<file path="src/rtl/mips_load_pkg.sv">
// Shared encodings for the MIPS I load/writeback slice: load kinds,
// writeback FSM states and register-file byte-enable constants.
package mips_load_pkg;

  typedef enum logic [2:0] {
    LD_LB  = 3'd0,
    LD_LH  = 3'd1,
    LD_LWL = 3'd2,
    LD_LW  = 3'd3,
    LD_LBU = 3'd4,
    LD_LHU = 3'd5,
    LD_LWR = 3'd6
  } ld_op_e;

  typedef enum logic {
    ST_IDLE = 1'b0,
    ST_WAIT = 1'b1
  } state_e;

  localparam logic [3:0] WE_ALL  = 4'b1111;
  localparam logic [3:0] WE_NONE = 4'b0000;

endpackage

</file>
<file path="src/rtl/mips_load_align.sv">
// Combinational load aligner: selects the addressed byte/halfword lane,
// extends it, and builds the LWL/LWR partial-word merge with byte enables.
module mips_load_align
  import mips_load_pkg::*;
#(
  parameter bit BIG_ENDIAN = 1'b0
) (
  input  logic [2:0]  op_i,
  input  logic [1:0]  addr_i,
  input  logic [31:0] data_i,
  output logic [3:0]  we_o,
  output logic [31:0] d_o
);

  logic [1:0]  lane;
  logic        half_sel;
  logic [7:0]  byte_v;
  logic [15:0] half_v;

  // Big-endian puts byte address 0 in the top lane, so the lane index is 3-a.
  assign lane     = BIG_ENDIAN ? ~addr_i : addr_i;
  assign half_sel = BIG_ENDIAN ? ~addr_i[1] : addr_i[1];
  assign byte_v   = data_i[{lane, 3'b000} +: 8];
  assign half_v   = half_sel ? data_i[31:16] : data_i[15:0];

  always_comb begin
    we_o = WE_ALL;
    d_o  = data_i;
    case (op_i)
      LD_LB:  d_o = {{24{byte_v[7]}}, byte_v};
      LD_LBU: d_o = {24'd0, byte_v};
      LD_LH:  d_o = {{16{half_v[15]}}, half_v};
      LD_LHU: d_o = {16'd0, half_v};
      // Partial-word loads only enable the lanes they replace; the register
      // file keeps the remaining bytes, so no read-modify-write is needed.
      LD_LWL: begin
        d_o  = data_i << {~lane, 3'b000};
        we_o = WE_ALL << ~lane;
      end
      LD_LWR: begin
        d_o  = data_i >> {lane, 3'b000};
        we_o = WE_ALL >> lane;
      end
      default: ;
    endcase
  end

endmodule

</file>
<file path="src/rtl/mips_load_wb.sv">
// Writeback stage feeding the register-file write port: merges ALU results
// with aligned load data (load wins) and tracks one outstanding load.
//
// state   | meaning
// IDLE    | no load outstanding, ld_ready high
// WAIT    | load accepted, waiting for its mem_valid beat
module mips_load_wb
  import mips_load_pkg::*;
#(
  parameter bit BIG_ENDIAN = 1'b0
) (
  input  logic        clock,
  input  logic        reset_n,
  input  logic        alu_valid,
  output logic        alu_ready,
  input  logic [4:0]  alu_rd,
  input  logic [31:0] alu_d,
  input  logic        ld_valid,
  output logic        ld_ready,
  input  logic [2:0]  ld_op,
  input  logic [4:0]  ld_rd,
  input  logic [1:0]  ld_addr,
  input  logic        mem_valid,
  input  logic [31:0] mem_data,
  output logic        load_busy,
  output logic [4:0]  load_rd,
  output logic [4:0]  rd,
  output logic [3:0]  we,
  output logic [31:0] D
);

  state_e      state_q, state_d;
  logic [2:0]  op_q, op_d;
  logic [4:0]  ldrd_q, ldrd_d;
  logic [1:0]  addr_q, addr_d;
  logic [4:0]  rd_q, rd_d;
  logic [3:0]  we_q, we_d;
  logic [31:0] d_q, d_d;

  logic        load_wb;
  logic [3:0]  al_we;
  logic [31:0] al_d;

  mips_load_align #(
    .BIG_ENDIAN(BIG_ENDIAN)
  ) u_align (
    .op_i  (op_q),
    .addr_i(addr_q),
    .data_i(mem_data),
    .we_o  (al_we),
    .d_o   (al_d)
  );

  assign load_wb   = (state_q == ST_WAIT) && mem_valid;
  assign ld_ready  = (state_q == ST_IDLE);
  assign load_busy = (state_q == ST_WAIT);
  assign alu_ready = !load_wb;
  assign load_rd   = ldrd_q;
  assign rd        = rd_q;
  assign we        = we_q;
  assign D         = d_q;

  always_ff @(posedge clock or negedge reset_n) begin
    if (!reset_n) begin
      state_q <= ST_IDLE;
      op_q    <= 3'd0;
      ldrd_q  <= 5'd0;
      addr_q  <= 2'd0;
      rd_q    <= 5'd0;
      we_q    <= WE_NONE;
      d_q     <= 32'd0;
    end else begin
      state_q <= state_d;
      op_q    <= op_d;
      ldrd_q  <= ldrd_d;
      addr_q  <= addr_d;
      rd_q    <= rd_d;
      we_q    <= we_d;
      d_q     <= d_d;
    end
  end

  always_comb begin
    state_d = state_q;
    op_d    = op_q;
    ldrd_d  = ldrd_q;
    addr_d  = addr_q;
    rd_d    = rd_q;
    we_d    = WE_NONE;
    d_d     = d_q;

    case (state_q)
      ST_IDLE: begin
        if (ld_valid) begin
          state_d = ST_WAIT;
          op_d    = ld_op;
          ldrd_d  = ld_rd;
          addr_d  = ld_addr;
        end
      end
      ST_WAIT: begin
        if (mem_valid) state_d = ST_IDLE;
      end
      default: state_d = ST_IDLE;
    endcase

    // A colliding ALU result sees alu_ready low and is re-offered next cycle.
    if (load_wb) begin
      rd_d = ldrd_q;
      d_d  = al_d;
      we_d = al_we;
    end else if (alu_valid) begin
      rd_d = alu_rd;
      d_d  = alu_d;
      we_d = WE_ALL;
    end

    if (rd_d == 5'd0) we_d = WE_NONE;
  end

endmodule

</file>
<file path="config.mk">
export PLATFORM = sky130hd
export DESIGN_NAME = mips_load_wb
export DESIGN_NICKNAME = d
export VERILOG_FILES = /design/src/rtl/mips_load_pkg.sv /design/src/rtl/mips_load_align.sv /design/src/rtl/mips_load_wb.sv
export SDC_FILE = /design/constraint.sdc
export NUM_CORES = 1
export LEC_CHECK = 0
export CAP_MARGIN = 15
export CORE_AREA = 2 2 96 98
export DETAILED_ROUTE_END_ITERATION = 12
export DIE_AREA = 0 0 98 100
export GPL_TIMING_DRIVEN = 0
export PLACE_DENSITY = 0.8
export SLEW_MARGIN = 20
export SYNTH_ARGS = -nofsm -noshare
export SYNTH_HDL_FRONTEND = slang
export SYNTH_SLANG_ARGS = --single-unit
</file>
<file path="constraint.sdc">
create_clock -name clock -period 2.16 [get_ports clock]
set_input_delay 0.432 -clock clock [delete_from_list [all_inputs] [get_ports clock]]
set_output_delay 0.432 -clock clock [all_outputs]
set_load 0.05 [all_outputs]
</file>
==> impl_metrics.tcl <==
set metrics [dict create \
    worstPathRequired_ns 2.35 \
    r2r_cells 7 \
    startpoint_type "flop" \
    finalSetupViolations 0 \
    hpwl_um 11030 \
    worst_slack_ns 0.002397 \
    cp.arrival_ns 2.35 \
    synthesis.area_um2 3984 \
    synth-seq-cells 52 \
    worstMarginPinSlew_ns 0.7553 \
    synth_async_sr_flop_share_pct 100.0 \
    slew_viol_final 0 \
    diodes 0 \
    sw_frac_of_total_pct 48.31 \
    cts_buffer_depth 2 \
    first_pass_iters 5 \
    dp_cells 650 \
    area_growth_pct 40.26 \
    drcViolationCount 0 \
    avgRoutedWirePerCell_um 23.41 \
    core_area_um2 8890 \
    io_pins 133 \
    seq_area_frac_synth_pct 32.66 \
    end_kind "flop" \
    fin_cells 658 \
    ant_nets 0 \
    maxCapViolCount 0 \
    grt_pass1_vias 4499 \
    synth_area_per_cell_um2 9.764 \
    placed_area_um2 5433 \
    fin_nets 630 \
    std_cell_rows 35 \
    max_freq_mhz 463.5 \
    die_y_um 100 \
    fin_area_um2 5588 \
    ctsHoldBuffers 0 \
    seq_power_share_pct 24.7 \
    drt_iter0_drc 317 \
    syn_nets 492 \
    hold_violations 0 \
    viasPerCell 6.500 \
    gr-total-overflow 0 \
    yosysWarnings 0 \
    skew_ns 0.004808 \
    yosysTopAreaCell "dfrtp_1" \
    critPathMaxFanout 10 \
    r2r_slack_ns 0.002 \
    slew-limit-headroom_pct 49.65 \
    drt_wl_total_um 15410 \
    cts_sinks 52 \
    drive_gt1_share_pct 17.92 \
    p_leak_nw 2.171 \
    cts.clk_slew.worst_paths_ns 0.11 \
    synth_ff_type "dfrtp_1" \
    comb_power_share_pct 62.4 \
    status "finished clean" \
    cts_root_buffer "clkbuf_8" \
    pre_cts_ws_ns -1.149 \
    gp_congestion 0.9583 \
    p_sw_w 0.002748 \
    p_per_area_nw_per_um2 1018 \
    synth_common_cells "52 x dfrtp_1, 32 x mux2_2, 31 x mux2i_1" \
    antenna_found_initial 0 \
    power.internal_w 0.002940 \
    synth_edf_count 0 \
    htreeDepth 2 \
    ys_types 53 \
    setup_tns_ns 0 \
    syn_inst 408 \
    grt_start_max_net_pins 53 \
    vias 4277 \
    clkPwrFrac_pct 12.9 \
    cts_tree "done" \
    synth_top_area_share_pct 32.66 \
    worstSkewPairLatency_ns 0.32 \
    r2r-start "addr_q[0]" \
    fin_crit_ns 2.158 \
    cp-startpoint "addr_q[0]" \
    fin_crit_sh_pct 99.89 \
    cts_buffers 5 \
    track_usage_pct 30.88 \
    synth_area_leaders "dfrtp_1 33%, mux2_2 9.0%, mux2i_1 7.8%" \
    synth.most_common_cell "dfrtp_1" \
    fp.dieW_um 98 \
    worstSetupPathType "reg -> reg" \
    hold_ws_ns 0.1464 \
    peakVddDrop_v 0.0006263 \
    die_area_um2 9800 \
    grt_pass1_wl_um 23880 \
    hp-class "in -> async" \
    start_util_pct 44.81 \
    io_buffer_count 131 \
]
sequential cells by signal, summed over array words and instances, names as in the netlist:
signal,flops
load_rd,5
op_q,3
we,4
addr_q,2
load_busy,1
rd,5
D,32
worst max-delay path, stage by stage (launching register included):
cell and delay (ns):
dfrtp_1 0.35, buf_6 0.15, buf_6 0.17, buf_2 0.31
clkinv_1 0.40, a221oi_1 0.37, o22a_1 0.20, a21oi_1 0.07
cell usage in the layout, fill, tap and decap left out, types with 3 or more instances in the layout:
cell             instances
a22oi_1                 22
a21oi_1                 16
o211ai_1                 3
nor2b_1                 16
buf_4                    4
dfrtp_1                 52
mux2_2                  32
nor4bb_1                 3
nand2b_1                 9
buf_6                    6
a32oi_1                  3
a22o_1                  13
clkbuf_8                 5
o21ai_0                 21
a222oi_1                 6
nand2_1                 19
inv_1                    6
nand4_1                  3
mux2i_1                 30
nor2_1                  15
buf_2                   23
nand3_1                  8
clkbuf_1                 7
o22ai_1                 12
a31oi_1                  6
clkdlybuf4s50_1        127
a211oi_1                 3
a221oi_1                18
o22a_1                   6
mux4_2                   4
a221oi_2                 7
power by group through the flow:
| stage | logic, W | clock network [W] | registers, W |
|---|---|---|---|
| 6_report | 0.00355 | 0.000734 | 0.00140 |
| 5_1_grt | 0.00372 | 0.000763 | 0.00143 |
| 4_1_cts | 0.00349 | 0.000737 | 0.00140 |
| 3_5_place_dp | 0.00347 | 0 | 0.00142 |
| 3_3_place_gp | 0.00343 | 0 | 0.00141 |
| 2_1_floorplan | 0.00143 | 0 | 0.00227 |
repair_timing:
action / 4_1_cts / 5_1_grt
resized for setup: 18 / 7
pin swaps: 1 / 0
gates cloned: 0 / 0
endpoints found under the setup margin: 19 / 23
buffers inserted: 1 / 0
layout make-up:
cell class	instances	area, µm²
Multi-Input combinational cell	307	2459
Inverter	8	32.53
Clock inverter	3	46.29
Fill cell	787	3302
Tap cell	111	138.9
Buffer	40	226.5
Timing Repair Buffer	132	1315
Sequential cell	52	1301
Clock buffer	5	68.82
per-stage QoR:
step	total power (W)	util [%]
final	0.005688	62.86
after global placement	0.004837	61.14
after global routing	0.005916	62.86
after detailed placement	0.004881	61.11
after floorplan	0.003698	-
after CTS	0.005630	62.70
path summary, 6_finish.rpt:
check,end
max,D[12]
min,D[30]
max reg2reg,D[12]
min reg2reg,load_rd[2]
max in group asynchronous,D[21]
min in group clock,load_rd[2]
cell families after synthesis:
group	count (synthesis)	share of synthesized area [%]
AOI/OAI and AO/OA	151	29.12
DFF	52	32.66
and+or+nand+nor	89	12.81
muxes	67	19.10
buffers and inverters	49	6.313
layer usage:
metal / routed length [µm] / share of wire, % / GRT usage [%] / vias up
met2: 6947 / 45 / 49.74 / 289
met4: 746 / 4.8 / 16.77 / 0
li1: - / - / - / 1883
met1: 6131 / 40 / 38.03 / 2045
met3: 1583 / 10 / 8.078 / 60
met5: 0 / 0 / 0 / -
No activity file was read; power rests on OpenSTA's default activity.
==> patch, RTL diff (same flow settings) <==
Make the reset (`reset_n`) synchronous in one clocked block.
--- a/src/rtl/mips_load_wb.sv
+++ b/src/rtl/mips_load_wb.sv
@@ -60,7 +60,7 @@
   assign we        = we_q;
   assign D         = d_q;
 
-  always_ff @(posedge clock or negedge reset_n) begin
+  always_ff @(posedge clock) begin
     if (!reset_n) begin
       state_q <= ST_IDLE;
       op_q    <= 3'd0;
Behaviour: differs if reset_n is asserted again (counterexample within 4 cycles, from zero or initial values and one cycle with reset_n low); with reset_n held inactive, the same outputs for 10 cycles.
==> patch against the unedited design <==
Sequential cell count is the same; area after synthesis shrank 2.3%; first-iteration DRC count grew 110%; clock skew grew 7.1 ps; routed wire length grew 8.5%; critical path depth shrank 1; worst setup slack gained 65 ps; cell area shrank 0.85%.
Power is not compared: it rests on default switching activity, and its combinational part moved more than twofold at a synthesized area within 25%.
==> patch: results (changes against the unedited design) <==
- The run finished with clean final reports.
- Synth top area cells: sky130_fd_sc_hd__dfxtp_1 (27%), sky130_fd_sc_hd__mux2_2 (8.7%), sky130_fd_sc_hd__o21ai_0 (5.8%)
- Number of global-route vias before repair: 4595 (+2.1%)
- Final std cells w/o fill: 708 (+7.6%)
* Worst-case setup slack after placement: -1180 ps (-35.5 ps)
* Fraction of synthesis flops using an asynchronous set or reset pin: 0 (-1.00)
- First-pass iteration count of the detailed router: 9 (+4)
* Vias post-DR: 4717 (+10%)
- Commonest cells in the netlist: sky130_fd_sc_hd__dfxtp_1 (52), sky130_fd_sc_hd__o21ai_0 (45), sky130_fd_sc_hd__nand2_1 (36)
* Cells after synthesis: 459 (+13%)
- Gr usage total: 0.331 (+0.0220)
* Clock Skews: 11.9 ps (+7.10 ps)
- Last weighted congestion value of the routability-driven placer: 0.979 (+2.2%)
* Register area share after synthesis: 0.267 (-0.0593)
* Wirelength, routed: 16700 um (+8.5%)
- The number of buffers inserted during clock tree synthesis came to 5 (unchanged).
* Count of different cell masters after synthesis: 49 (-7.5%)
* Nets in the synthesized netlist: 543 (+10%)
- Met1 Routed Length: 6590 um (+7.5%)
- Slew at the pin closest to its max-slew limit: 752 ps (-3.69 ps)
* Detailed-routed wire length on met3: 1720 um (+8.8%)
* Nets: 681 (+8.1%)
* Wire length of the first global-routing pass: 25200 um (+5.7%)
- The worst hold path belongs to the class reg -> reg.
* Number of levels in the clock H-tree: 2 (unchanged)
- The instance count after placement with tap cells included was 701 (+7.8%).
* Number of flip-flops under the largest register name: 32 (unchanged)
- The routed wire length on met2 was 7770 um (+12%).
* Detailed Route Iter0 Violations: 666 (+110%)
- The largest net degree at the start of global routing came to 16 (-70%).
- The number of fill cells came to 815 (+3.6%).
- The share of layout cells above drive strength 1 is 0.134 (-0.0452).
patch: changes by cell type after synthesis, moves of 10 or more:
cell / unedited run / this run
sky130_fd_sc_hd__dfrtp_1: 52 / 0
sky130_fd_sc_hd__dfxtp_1: 0 / 52
sky130_fd_sc_hd__o21ai_0: 22 / 45
sky130_fd_sc_hd__a22oi_1: 22 / 2
sky130_fd_sc_hd__clkbuf_1: 9 / 29
sky130_fd_sc_hd__buf_2: 24 / 5
sky130_fd_sc_hd__nand2_1: 19 / 36
sky130_fd_sc_hd__mux2i_1: 31 / 17
sky130_fd_sc_hd__a22o_1: 13 / 0
sky130_fd_sc_hd__o221ai_1: 0 / 13
sky130_fd_sc_hd__a21boi_0: 0 / 10
patch: cells by family (layout without fill, tap and decap cells):
family,after synthesis,after routing,share of synthesized area
buffers and inverters,53,191,0.0611
multiplexers,54,54,0.171
AND/OR/NAND/NOR,120,120,0.170
flip-flops,52,52,0.267
AO/OA/AOI/OAI,180,180,0.331
patch: layout make-up:
cell class              count  area share
well taps                 111      0.0251
flip-flops and latches     52       0.188
plain buffers              46      0.0447
multi-input cells         354       0.481
clock inverters             1     0.00158
repair buffers            132       0.241
inverters                   6     0.00407
clock buffers               6      0.0149
patch: metal layers:
layer / vias up / GRT usage
met5: - / 0
met4: 0 / 0.149
met3: 52 / 0.0585
met2: 317 / 0.544
met1: 2276 / 0.426
li1: 2072 / -
patch: critical path, cell delays in order, from the launching register on:
cell and delay, ps:
sky130_fd_sc_hd__dfxtp_1 400, sky130_fd_sc_hd__buf_4 260, sky130_fd_sc_hd__buf_4 260, sky130_fd_sc_hd__and3_1 190, sky130_fd_sc_hd__buf_1 490, sky130_fd_sc_hd__a221oi_1 230, sky130_fd_sc_hd__a21oi_1 190
patch: path summary, 6_finish.rpt:
check	start	end	slack [ps]	cells after the start
worst max-delay path	addr_q[0]$_SDFFE_PN0P_	D[21]$_SDFFE_PN0P_	70	6
worst min register to register	load_rd[0]$_SDFFE_PN0P_	load_rd[0]$_SDFFE_PN0P_	500	2
worst min-delay path	load_rd[0]$_SDFFE_PN0P_	load_rd[0]$_SDFFE_PN0P_	500	2
worst max register to register	addr_q[0]$_SDFFE_PN0P_	D[21]$_SDFFE_PN0P_	70	6
patch: stage by stage:
step | cell area [sq um] | setup TNS (ps)
2_1_floorplan | 3890 | 0
3_3_place_gp | 5350 | -14690
3_5_place_dp | 5350 | -15360
4_1_cts | 5470 | 0
5_1_grt | 5540 | 0
6_report | 5540 | 0
patch: power breakdown:
part,total [mW],switching (mW),internal (mW)
combinational,1.31,0.768,0.541
clock,0.629,0.371,0.258
sequential,1.09,0.0512,1.04
patch: repair_timing:
item	in CTS	in global routing
setup endpoints to repair	27	29
buffers inserted	0	1
resized for setup	17	19
gates cloned	0	0
endpoints found under the hold margin	0	0
